## config.mk

```make
export PLATFORM = sky130hd
export DESIGN_NAME = regfile_mp
export DESIGN_NICKNAME = d
export VERILOG_FILES = /design/src/rtl/regfile_pkg.sv /design/src/rtl/regfile_scoreboard.sv /design/src/rtl/regfile_mp.sv
export SDC_FILE = /design/constraint.sdc
export NUM_CORES = 2
export LEC_CHECK = 0
export CAP_MARGIN = 20
export CORE_AREA = 2 2 480 482
export DETAILED_ROUTE_END_ITERATION = 7
export DIE_AREA = 0 0 482 484
export HOLD_SLACK_MARGIN = 0.15
export PLACE_DENSITY_LB_ADDON = 0.3
export SETUP_SLACK_MARGIN = 0.3
export SYNTH_ARGS = -nofsm -noshare
export SYNTH_HDL_FRONTEND = slang
export SYNTH_HIERARCHICAL = 1
export SYNTH_SLANG_ARGS = --single-unit
```

## constraint.sdc

```tcl
create_clock -name clk_i -period 69.2 [get_ports clk_i]
set_clock_uncertainty 0.05 [all_clocks]
set_input_delay 6.92 -clock clk_i [delete_from_list [all_inputs] [get_ports clk_i]]
set_output_delay 6.92 -clock clk_i [all_outputs]
set_load 0.1 [all_outputs]
```

## src/rtl/regfile_pkg.sv

```systemverilog
// Shared types and default parameters for the multi-port register file.
// The top level and the scoreboard take their parameter defaults from here.
package regfile_pkg;

    localparam int XLEN_DEF   = 32;
    localparam int NREGS_DEF  = 32;
    localparam int AW_DEF     = $clog2(NREGS_DEF);
    localparam int NUM_RD_DEF = 2;
    localparam int NUM_WR_DEF = 1;
    localparam int BYPASS_DEF = 1;

    localparam int ZERO_REG = 0;

    typedef logic [AW_DEF-1:0]   reg_addr_t;
    typedef logic [XLEN_DEF-1:0] xlen_t;

endpackage

```

## src/rtl/regfile_scoreboard.sv

```systemverilog
// Per-register busy scoreboard: alloc sets, writeback clears, alloc wins.
// Also provides the per-read-port busy lookup, cleared by a matching write when bypassing.
module regfile_scoreboard
    import regfile_pkg::*;
#(
    parameter int NREGS  = NREGS_DEF,
    parameter int AW     = $clog2(NREGS),
    parameter int NUM_RD = NUM_RD_DEF,
    parameter int NUM_WR = NUM_WR_DEF,
    parameter int BYPASS = BYPASS_DEF
) (
    input  logic                        clk_i,
    input  logic                        rst_i,
    input  logic [NUM_WR-1:0]           wen_i,
    input  logic [NUM_WR-1:0][AW-1:0]   waddr_i,
    input  logic [NUM_RD-1:0][AW-1:0]   raddr_i,
    input  logic                        alloc_i,
    input  logic [AW-1:0]               alloc_addr_i,
    output logic [NUM_RD-1:0]           rbusy_o,
    output logic [NREGS-1:0]            busy_o
);

    logic [NREGS-1:0] busy_q;
    logic [NREGS-1:0] busy_d;

    // Clears applied first so a same-edge alloc overrides them.
    always_comb begin
        busy_d = busy_q;
        for (int k = 0; k < NUM_WR; k++) begin
            if (wen_i[k]) begin
                busy_d[waddr_i[k]] = 1'b0;
            end
        end
        if (alloc_i) begin
            busy_d[alloc_addr_i] = 1'b1;
        end
        busy_d[ZERO_REG] = 1'b0;
    end

    always_ff @(posedge clk_i or posedge rst_i) begin
        if (rst_i) begin
            busy_q <= '0;
        end else begin
            busy_q <= busy_d;
        end
    end

    always_comb begin
        rbusy_o = '0;
        for (int j = 0; j < NUM_RD; j++) begin
            rbusy_o[j] = busy_q[raddr_i[j]];
            if (BYPASS != 0) begin
                for (int k = 0; k < NUM_WR; k++) begin
                    if (wen_i[k] && (waddr_i[k] == raddr_i[j])) begin
                        rbusy_o[j] = 1'b0;
                    end
                end
            end
        end
    end

    assign busy_o = busy_q;

endmodule

```

## src/rtl/regfile_mp.sv

```systemverilog
// Parametrised multi-port register file with optional write-to-read bypass
// and a busy scoreboard; register 0 reads as zero and is never busy.
module regfile_mp
    import regfile_pkg::*;
#(
    parameter int XLEN   = XLEN_DEF,
    parameter int NREGS  = NREGS_DEF,
    parameter int NUM_RD = NUM_RD_DEF,
    parameter int NUM_WR = NUM_WR_DEF,
    parameter int BYPASS = BYPASS_DEF,
    localparam int AW    = $clog2(NREGS)
) (
    input  logic                          clk_i,
    input  logic                          rst_i,
    input  logic [NUM_WR-1:0]             wen_i,
    input  logic [NUM_WR-1:0][AW-1:0]     waddr_i,
    input  logic [NUM_WR-1:0][XLEN-1:0]   wdata_i,
    input  logic [NUM_RD-1:0][AW-1:0]     raddr_i,
    output logic [NUM_RD-1:0][XLEN-1:0]   rdata_o,
    output logic [NUM_RD-1:0]             rbusy_o,
    input  logic                          alloc_i,
    input  logic [AW-1:0]                 alloc_addr_i,
    output logic [NREGS-1:0]              busy_o
);

    logic [XLEN-1:0] regs [NREGS];

    // Later ports are assigned last, so the highest-index writer wins.
    always_ff @(posedge clk_i or posedge rst_i) begin
        if (rst_i) begin
            for (int r = 0; r < NREGS; r++) begin
                regs[r] <= '0;
            end
        end else begin
            for (int k = 0; k < NUM_WR; k++) begin
                if (wen_i[k] && (waddr_i[k] != AW'(ZERO_REG))) begin
                    regs[waddr_i[k]] <= wdata_i[k];
                end
            end
        end
    end

    // Reset also masks bypassed write data, so every port reads 0 during reset.
    always_comb begin
        rdata_o = '0;
        for (int j = 0; j < NUM_RD; j++) begin
            if (!rst_i && (raddr_i[j] != AW'(ZERO_REG))) begin
                rdata_o[j] = regs[raddr_i[j]];
                if (BYPASS != 0) begin
                    for (int k = 0; k < NUM_WR; k++) begin
                        if (wen_i[k] && (waddr_i[k] == raddr_i[j])) begin
                            rdata_o[j] = wdata_i[k];
                        end
                    end
                end
            end
        end
    end

    regfile_scoreboard #(
        .NREGS  (NREGS),
        .AW     (AW),
        .NUM_RD (NUM_RD),
        .NUM_WR (NUM_WR),
        .BYPASS (BYPASS)
    ) u_scoreboard (
        .clk_i        (clk_i),
        .rst_i        (rst_i),
        .wen_i        (wen_i),
        .waddr_i      (waddr_i),
        .raddr_i      (raddr_i),
        .alloc_i      (alloc_i),
        .alloc_addr_i (alloc_addr_i),
        .rbusy_o      (rbusy_o),
        .busy_o       (busy_o)
    );

endmodule

```

Yosys cells after proc, flatten, opt, wreduce, memory -nomap -nowiden
Cells that the tools add are included.
{"block": "word_totals", "output_inout_bits": 98, "regBits": 1055, "input_bits": 56}
{"block": "op_classes", "reduce_logical": 12, "n_lt_le_gt_ge": 10, "n_mux": 25, "n_eq_ne": 2, "bitwise_logic": 6}
{"operator": "$bwmux 1024", "n": 1}
{"operator": "$mux 32", "n": 11}
{"operator": "$bmux 32 s5", "n": 2}
{"operator": "$demux 32 s5", "n": 1}
{"operator": "$and 32x32->32", "n": 1}
{"operator": "$not 32->32", "n": 1}
{"operator": "$or 32x32->32", "n": 1}
{"operator": "$lt 5x6->1 const B", "n": 4}
{"operator": "$ge 6x6->1 const B", "n": 3}
{"operator": "$not 5->6", "n": 3}
{"operator": "$reduce_bool 5->1", "n": 3}
{"operator": "$bmux 1 s5", "n": 2}
{"operator": "$demux 1 s5", "n": 2}
{"operator": "$eq 5x5->1", "n": 2}
{"operator": "$ge 5x1->1 const B", "n": 2}
{"operator": "$logic_and 1x1->1", "n": 8}
{"operator": "$lt 6x1->1 const B", "n": 1}
{"operator": "$mux 1", "n": 6}
{"operator": "$logic_not 1->1", "n": 1}

Logic depth before layout (Yosys ltp)
{"block": "depth", "ltp_word": 9, "depth_mapped": 9}

Modules after synthesis
Netlist, hierarchy kept.
{"module": "regfile_mp", "n_inst": 1, "cells_per_inst": 3772, "area_each_um2": 54745.0}
{"module": "regfile_scoreboard", "n_inst": 1, "cells_per_inst": 192, "area_each_um2": 2009.4}

Least setup slack after synthesis
No wires, ideal clock.
{"block": "synth_timing", "path_kind": "in2out", "startpoint": "in rst_i", "endpoint": "out rdata_o[0] (netlist name)", "required_ns": 62.230, "arrival_time_ns": 32.184, "path_stages": 5, "setup_slack_ns": 30.046, "path_cell_list": "inv_1 > o311ai_2 > buf_2 > a21oi_1 > a211o_1"}
{"element": "from (decl)", "line": "regfile_mp.sv:14", "source": "input logic rst_i,"}
{"element": "to (decl)", "line": "regfile_mp.sv:19", "source": "output logic [NUM_RD-1:0][XLEN-1:0] rdata_o,"}

==> impl_results.rst <==
.. list-table::
   :header-rows: 1

   * - Metric
     - Value
   * - Worst Setup Start Kind
     - input pin
   * - Mean cell area of the mapped netlist
     - 14.3 µm²
   * - Total global-route track usage
     - 17.4%
   * - Path type of the worst min-delay path
     - register to register
   * - Library cell appearing most often on the critical path
     - buf_4
   * - Final critical-path share of the clock period
     - 27.9%
   * - Count leader, synth
     - dfrtp_1
   * - Final net count
     - 3971
   * - Req. time, crit path
     - 62230 ps
   * - Cell types with the largest area share after synthesis
     - dfrtp_1 47%, mux2_2 19%, mux4_2 15%
   * - DIE AREA
     - 233000 µm²
   * - Critical path type
     - input pin to output pin
   * - Total of flip-flops plus latches after synthesis
     - 1055
   * - Slew at the pin closest to its max-slew limit
     - 1160 ps
   * - Count of warnings emitted by yosys
     - 6
   * - Cell row count
     - 176
   * - EDFF count, synth
     - 0
   * - Final sum of negative setup slack
     - 0 ps
   * - Final estimated routing congestion in global placement
     - 0.787
   * - Starting density of the core
     - 24.8%
   * - Worst-case vdd ir drop
     - 21.4 µV
   * - Detailed Route Iter0 Violations
     - 3441
   * - Max-Cap Viols
     - 0
   * - Number of DRC violations after detailed routing
     - 0
   * - Crit path DAT
     - 12310 ps
   * - Initial antenna violation count
     - 16
   * - Main synth FF type
     - dfrtp_1
   * - Post-CTS setup buffer count
     - 0
   * - CTS Hold Bufs
     - 0
   * - Pin count of the biggest net entering global routing
     - 165
   * - Gate count after technology mapping
     - 3964
   * - Area added between synthesis and finish
     - 15.2%
   * - DRT Wirelength
     - 206000 µm
   * - Peak Freq
     - 51.9 MHz
   * - Final Max Slew Viols
     - 0
   * - Number of nets still failing antenna checks after routing
     - 0
   * - Pre-antenna DRT Iters
     - 5
   * - Cells along the critical path
     - buf_8, buf_4, buf_4, buf_4, mux2i_1, a221oi_1, a22oi_1, a21oi_1, a211o_1, clkdlybuf4s50_1
   * - Unrepaired setup endpoints after global routing
     - no
   * - Height of the die
     - 484 µm
   * - CTS tree
     - yes
   * - Number of port buffers
     - 152
   * - Final core utilization
     - 28.6%
   * - Number of buffers on the longest clock path
     - 3
   * - Fraction of synthesis flops using an asynchronous set or reset pin
     - 100%
   * - Synth Cell Area
     - 56800 µm²
   * - Kind of cell adding the most delay to the critical path
     - buffers and inverters
   * - Total of endpoints with negative setup slack in the final report
     - 0
   * - Clock buffers created by TritonCTS
     - 115
   * - Clk pin slew, worst setup/hold paths
     - 60 ps
   * - Worst hold slack after final layout
     - 342 ps
   * - Sequential-to-total area share from yosys stat
     - 46.5%
   * - Power Density
     - 29.1 nW/µm²
   * - Worst path max stage delay
     - 1210 ps
   * - Quantity of gates resized following cts
     - 0
   * - Worst slew margin
     - 22.8%
   * - Via total after detailed routing
     - 37800
   * - Most frequent cells after synthesis
     - 1055 x dfrtp_1, 982 x mux2_2, 387 x mux4_2
   * - Area inside the core boundary
     - 229000 µm²
   * - H-tree Lvls
     - 3
   * - Element type at the critical path end
     - output pin
   * - First-pass GRT wire length
     - 296000 µm
   * - Share of the synthesized area in the top cell type
     - 46.5%
   * - Layout cells sized above 1
     - 43.8%
   * - Clk_lat worst skew
     - 750 ps
   * - Post-synthesis cell type with the largest combined area
     - dfrtp_1
   * - Final Hold Viols
     - 0
   * - Placed wire-length estimate after detailed placement
     - 114000 µm
   * - Via count of the first global-routing pass
     - 38900
   * - Result of the run
     - finished, final reports clean
   * - Buffering stage count on the worst path with inverters included
     - 5
   * - Crit-path max FO
     - 54
   * - Clock period minus worst slack
     - 19280 ps
   * - Chip Width
     - 482 µm
   * - Overflow left after global routing
     - 0
   * - Clk root buf
     - clkbuf_16
   * - Clock Sink Count
     - 1055
   * - Number of vias per cell
     - 5.36
   * - Slowest cell on the critical path
     - clkdlybuf4s50_1
   * - # IOs
     - 154
   * - Mapped Nets
     - 4020
   * - Leakage power of the design
     - 27.4 nW
   * - Synth cell types
     - 61
   * - Routed length per placed instance
     - 29.2 µm
-- layer usage --
layer  vias to the layer above  part of all wire [%]  GRT usage (%)
met5                         -                 0.039              0
met4                        14                   2.5           4.26
met3                       319                   6.3           3.35
met2                      1299                    45           26.2
met1                     20800                    46           25.4
li1                      15300                     -              -
-- worst paths after layout --
| kind | startpoint | end | slack [ps] | depth (start not counted) |
|---|---|---|---|---|
| max in group asynchronous | rst_i | regs[760] | 59350 | 5 |
| min in group asynchronous | rst_i | u_scoreboard/busy_o[2] | 6860 | 3 |
| worst min-delay path | regs[1001] | regs[1001] | 340 | 0 |
| worst min register to register | regs[1001] | regs[1001] | 340 | 0 |
| worst max register to register | regs[612] | regs[612] | 68330 | 1 |
| worst max-delay path | raddr_i[0] | rdata_o[0] | 49920 | 10 |
-- area by class of cell --
class / instances / area, µm²
fill: 23100 / 163000
tap: 3026 / 3790
timing repair buffer: 282 / 2760
multi-input combinational: 2454 / 28500
antenna: 6 / 15.0
clock buffer: 174 / 3470
sequential: 1055 / 26400
clock inverter: 39 / 457
inverter: 7 / 33.8
-- kinds of logic (layout without fill, tap and decap cells) --
logic type | count (synthesis) | after routing | synth area share [%]
other | 1 | 7 | 0.00661
AO/OA/AOI/OAI | 614 | 614 | 7.62
XOR/XNOR | 19 | 19 | 0.293
multiplexers | 1668 | 1668 | 40.4
flip-flops | 1055 | 1055 | 46.5
buffers and inverters | 455 | 502 | 3.78
AND/OR/NAND/NOR | 152 | 152 | 1.41
-- power by group --
group          internal (W)  switching (W)
Sequential         0.000735      0.0000895
Clock              0.000372       0.000273
Combinational      0.000217       0.000214
-- placed cells by master, fill, tap and decap left out, types with 25 or more instances in the layout --
master / instances
dfrtp_1: 1055
mux2_2: 982
mux4_2: 387
mux2i_1: 277
a22oi_1: 161
clkdlybuf4s50_1: 140
clkbuf_16: 124
a21oi_1: 121
buf_4: 115
a221oi_1: 73
o21ai_0: 63
nand2_1: 36
clkbuf_8: 33
a22o_1: 32
o21bai_1: 32
a211o_1: 32
a211oi_1: 31
o22ai_1: 25
-- per-stage QoR --
stage	area, µm²	instances	setup slack [ps]	power (W)
2_1_floorplan	56800	3964	30050	0.00115
3_3_place_gp	61100	6808	49910	0.00125
3_5_place_dp	61200	6813	49890	0.00126
4_1_cts	65100	7026	49890	0.00191
5_1_grt	65400	7037	49550	0.00199
6_report	65400	7043	49920	0.00190
-- flip-flops by register name (all words and copies together), names as in the netlist --
name                 cells
regs                  1024
u_scoreboard/busy_o     31
Note: power is estimated with default switching activity, not from simulation.
